$ cat src/rtl/lut_ff_slice_pkg.sv
// Shared types and helpers for the programmable LUT/FF slice.
package lut_ff_slice_pkg;

  typedef enum logic [1:0] {
    IDLE   = 2'd0,
    LOAD   = 2'd1,
    COMMIT = 2'd2,
    ERR    = 2'd3
  } cfg_state_t;

  function automatic int cfg_width(input int k, input int n);
    return n * (1 << k);
  endfunction

endpackage

$ cat src/rtl/lut_ff_cell.sv
// One slice channel: K-input LUT select, capture FF with clock enable, output mux.
module lut_ff_cell
  import lut_ff_slice_pkg::*;
#(
  parameter int K = 4
) (
  input  logic            clk,
  input  logic            rst,
  input  logic            ce,
  input  logic            sel,
  input  logic [K-1:0]    idx,
  input  logic [2**K-1:0] tbl,
  output logic            q
);

  logic lut_p0;
  logic ff_p1;

  // stage p0: combinational table lookup
  assign lut_p0 = tbl[idx];

  // stage p1: capture register
  always_ff @(posedge clk) begin
    if (rst)     ff_p1 <= 1'b0;
    else if (ce) ff_p1 <= lut_p0;
  end

  assign q = rst ? 1'b0 : (sel ? ff_p1 : lut_p0);

endmodule

$ cat src/rtl/lut_ff_slice.sv
// N_CH-channel programmable LUT/FF slice with serial shadow-and-commit table loading.
// Define LUT_FF_SLICE_READBACK_EN to add cfg_rdata, which shifts out the previous table during a load.
module lut_ff_slice
  import lut_ff_slice_pkg::*;
#(
  parameter int                      K    = 4,
  parameter int                      N_CH = 2,
  parameter logic [N_CH*(2**K)-1:0] INIT = '0
) (
  input  logic              clk,
  input  logic              rst,
  input  logic [N_CH*K-1:0] in,
  input  logic              ce,
  input  logic [N_CH-1:0]   mux_sel,
  output logic [N_CH-1:0]   Q,
  input  logic              cfg_valid,
  output logic              cfg_ready,
  input  logic              cfg_bit,
  input  logic              cfg_last,
  output logic              cfg_done,
  output logic              cfg_err
`ifdef LUT_FF_SLICE_READBACK_EN
  ,
  output logic              cfg_rdata
`endif
);

  localparam int TBL_W = 1 << K;
  localparam int CFG_W = cfg_width(K, N_CH);
  localparam int CNT_W = $clog2(CFG_W);
  localparam logic [CNT_W-1:0] CNT_MAX = CNT_W'(CFG_W - 1);

  cfg_state_t       state, state_nx;
  logic [CNT_W-1:0] cnt, cnt_nx;
  logic             err_nx;
  logic             accept;
  logic [CFG_W-1:0] active;
  logic [CFG_W-1:0] shadow;
  logic [CFG_W-1:0] shadow_base;

  assign cfg_ready = !rst && (state != COMMIT);
  assign cfg_done  = !rst && (state == COMMIT);
  assign accept    = cfg_valid && cfg_ready;

  always_ff @(posedge clk) begin
    if (rst) begin
      state   <= IDLE;
      cnt     <= '0;
      cfg_err <= 1'b0;
    end else begin
      state   <= state_nx;
      cnt     <= cnt_nx;
      cfg_err <= err_nx;
    end
  end

  always_comb begin
    state_nx = state;
    cnt_nx   = cnt;
    err_nx   = cfg_err;
    case (state)
      IDLE: begin
        if (accept) begin
          if (cfg_last) begin
            err_nx = 1'b1;
          end else begin
            state_nx = LOAD;
            cnt_nx   = CNT_W'(1);
          end
        end
      end
      LOAD: begin
        if (accept) begin
          if (cfg_last) begin
            if (cnt == CNT_MAX) begin
              state_nx = COMMIT;
            end else begin
              state_nx = IDLE;
              err_nx   = 1'b1;
            end
          end else if (cnt == CNT_MAX) begin
            state_nx = ERR;
            err_nx   = 1'b1;
          end else begin
            cnt_nx = cnt + CNT_W'(1);
          end
        end
      end
      COMMIT: begin
        state_nx = IDLE;
        err_nx   = 1'b0;
      end
      ERR: begin
        if (accept && cfg_last) state_nx = IDLE;
      end
      default: state_nx = IDLE;
    endcase
  end

  // With readback, an idle shadow mirrors the active table so a load shifts it out.
  always_comb begin
`ifdef LUT_FF_SLICE_READBACK_EN
    shadow_base = (state == IDLE) ? active : shadow;
`else
    shadow_base = shadow;
`endif
  end

  always_ff @(posedge clk) begin
    if (accept && (state == IDLE || state == LOAD))
      shadow <= {cfg_bit, shadow_base[CFG_W-1:1]};
    else
      shadow <= shadow_base;
  end

  always_ff @(posedge clk) begin
    if (rst)                  active <= INIT;
    else if (state == COMMIT) active <= shadow;
  end

`ifdef LUT_FF_SLICE_READBACK_EN
  assign cfg_rdata = shadow[0];
`endif

  for (genvar c = 0; c < N_CH; c++) begin : g_ch
    lut_ff_cell #(.K(K)) u_cell (
      .clk (clk),
      .rst (rst),
      .ce  (ce),
      .sel (mux_sel[c]),
      .idx (in[c*K +: K]),
      .tbl (active[c*TBL_W +: TBL_W]),
      .q   (Q[c])
    );
  end

endmodule

$ cat config.mk
export PLATFORM = sky130hd
export DESIGN_NAME = lut_ff_slice
export DESIGN_NICKNAME = d
export VERILOG_FILES = /design/src/rtl/lut_ff_slice_pkg.sv /design/src/rtl/lut_ff_cell.sv /design/src/rtl/lut_ff_slice.sv
export SDC_FILE = /design/constraint.sdc
export NUM_CORES = 1
export LEC_CHECK = 0
export BUFFER_PORTS_ARGS = -buffer_cell sky130_fd_sc_hd__buf_2
export CORE_MARGIN = 2
export CORE_UTILIZATION = 58
export DETAILED_ROUTE_END_ITERATION = 12
export HOLD_SLACK_MARGIN = 0.1
export PLACE_DENSITY = 0.76
export SYNTH_ARGS = -nofsm -noshare
export SYNTH_HDL_FRONTEND = slang
export SYNTH_SLANG_ARGS = --single-unit
$ cat constraint.sdc
create_clock -name clk -period 2.54 [get_ports clk]
set_input_delay 0.254 -clock clk [delete_from_list [all_inputs] [get_ports clk]]
set_output_delay 0.254 -clock clk [all_outputs]
set_load 0.03 [all_outputs]
==> reports/metrics.cfg <==
[synth]
synth-seq-cells = 74
ys_types = 37
yosysWarningCount = 0
synth_async_sr_flop_share_pct = 0
synth_ff_type = dfxtp_1
synth_edf_count = 32
synthCells = 204
synth_seq_area_share_pct = 64.5
syn_area_per_cell_sq_um = 13.7
synth_nets = 222
synth.area.mux_share_pct = 6.18
synth-compound-area-share_pct = 15.6
synth_top_family_by_area = compound AO/OA/AOI/OAI gates
netlist_area_sq_um = 2790
synth_xor_area_share_pct = 0
synthSimpleGateAreaFrac_pct = 9.90
synth_adder_area_share_pct = 0.896

[floorplanning]
die_area_sq_um = 5390
num_rows = 25
start_util_pct = 59.5
coreArea_sq_um = 4690
pin_count = 21
die_h_um = 73.4
fp.dieW_um = 73.4

[placed_design]
place_congestion = 0.855
io_buffers = 20
post-place-ws_ns = 0.533
post-dp-hpwl_um = 3450
dp.cells = 270

[detailed_routing]
vias = 1752
initialDrtViolationCount = 76
drtPass1Iterations = 5
drt-met1-wl_um = 2290
met2WireLength_um = 2630
met3_length_um = 195
drc_errors = 0
detail-route-antenna-nets = 0
avgRoutedWirePerCell_um = 18.3
via_per_inst = 6.10
top_layer_used = met4
drt_wl_total_um = 5240

[cells_and_area]
syn_to_final_growth_pct = 14.0
seq_area_sq_um = 1800
nets = 246
final_common_cell = dfxtp_1
instances_no_fill = 287
final_cell_mix = dfxtp_1 (42), a22o_1 (32), edfxtp_1 (32)
fillerInstances = 338
multi_input_area_sq_um = 917
drive_gt1_share_pct = 22.7
final_util_pct = 67.9
antenna_cells_inserted = 0

[grt]
grt_max_degree = 34
antenna_found_initial = 0
grt_pass1_vias = 1706
grtUsageTotal_pct = 21.9
overflow = 0
grt_first_pass_wirelength_um = 8500

[power_and_ir_drop]
swShare_pct = 19.5
clockPowerShare_pct = 44.2
power.switching_uw = 477
power.internal_uw = 1970
vdd_drop_max_uv = 545
combinationalPowerShare_pct = 3.6
power_leakage_uw = 0.00120
power_frac_seq_pct = 52.2
cellPowerDensity_nw_per_um2 = 769

[sta]
relSlewSlack_pct = 56.8
setup_viol = 0
setup-tns-final_ns = 0
finalCriticalPeriod_ns = 2.14
fmax_ghz = 0.468
setup_ws_ns = 0.403
hold_viol = 0
finalCritPeriodShare_pct = 84.1
skew_ns = 0.00835
worst-slew-pin-transition_ns = 0.645
slew_viol_final = 0
rsz0062_at_grt = false

[setup_path]
end_kind = primary output
start_kind = register
critPathMaxFanout = 16
crit_arrival_ns = 1.88
crit_type = register to primary output
required_ns = 2.29

[clock_tree]
cts_max_level = 3
cts_sinks = 74
cts_tree = yes
clock_latency_ns = 0.34
clk_pin_slew_worst_paths_ns = 0.07
cts_resized = 0
clockBufferDepth = 2
cts-buffers-inserted = 9
cts_root_buffer = clkbuf_8

[run_status]
status = completed

[flow_run]
maxCapViolCount = 0

[worst_hold_path]
hp-class = input pin to register

==> power by group through the flow <==
| stage | clock [uW] | combinational, uW | sequential (uW) |
|---|---|---|---|
| floorplan | 0 | 52.3 | 1300 |
| global placement | 0 | 83.0 | 1300 |
| detailed placement | 0 | 87.2 | 1300 |
| CTS | 1110 | 88.8 | 1280 |
| global route | 1160 | 96.8 | 1280 |
| finish | 1080 | 88.5 | 1280 |
==> path summary, 6_finish.rpt <==
path / slack (ns) / to / startpoint / cells past startpoint
worst max-delay path: 0.40 / cfg_done / state[1]$_SDFFE_PP0P_ / 3
worst min-delay path: 0.18 / state[0]$_SDFFE_PP0P_ / cfg_last / 2
worst max register to register: 0.46 / cnt[3]$_SDFFE_PP0P_ / cnt[0]$_SDFFE_PP0P_ / 7
worst min register to register: 0.45 / shadow[18]$_DFFE_PP_ / shadow[19]$_DFFE_PP_ / 0
==> cells in the mapped netlist (3+ instances only) <==
cell,instances,share of area (%)
a21oi_1,9,1.6
a22o_1,32,10
and3_1,4,0.90
buf_2,8,1.4
buf_4,3,0.81
dfxtp_1,42,30
edfxtp_1,32,34
inv_1,4,0.54
mux2i_1,6,2.1
mux4_2,4,3.2
nand2_1,7,0.94
nand2b_1,5,1.1
nand3_1,3,0.54
nand3b_1,3,0.81
nor2_1,3,0.40
nor3_1,4,0.72
o221ai_1,4,1.3
or3b_2,4,1.3
==> logic make-up (layout without fill, tap and decap cells) <==
logic type               Yosys count  count (layout)
AO/OA/AOI/OAI                     56              56
adder cells (fa/ha/maj)            2               2
multiplexers                      12              12
AND/OR/NAND/NOR                   44              44
flip-flops                        74              74
buffers and inverters             16              45
==> state kept, by name, indices dropped and copies added, names as in the netlist <==
name / cells
cfg_err: 1
active: 32
state: 2
cnt: 5
shadow: 32
g_ch.u_cell.ff_p1: 2
==> routing by layer <==
layer,vias to the layer above,global-route usage (%)
li1,837,-
met1,863,26.6
met2,37,33.8
met3,15,8.23
met4,0,11.7
met5,-,0
==> stage by stage <==
stage          hold slack [ns]  instance area (sq um)  total power (uW)
2_1_floorplan            0.353                   2790              1350
3_5_place_dp             0.434                   2930              1390
4_1_cts                  0.152                   3190              2480
6_report                 0.181                   3190              2450
3_3_place_gp             0.431                   2930              1390
5_1_grt                  0.170                   3190              2530
==> critical path, stage by stage (launching register included) <==
cell and delay, ns:
dfxtp_1 0.47, inv_1 0.16, nor3_4 0.59, buf_2 0.32
==> area by class of cell <==
type | count | area share (%)
Tap cell | 54 | 2.12
Clock inverter | 5 | 3.22
Multi-Input combinational cell | 114 | 28.8
Inverter | 4 | 0.471
Sequential cell | 74 | 56.6
Clock buffer | 11 | 4.44
Timing Repair Buffer | 25 | 4.40
==> repair_timing <==
action,4_1_cts,5_1_grt
hold buffers,1,0
buffers inserted,0,0
hold endpoints to repair,1,0
endpoints found under the setup margin,0,0
(Power assumes the default switching activity.)
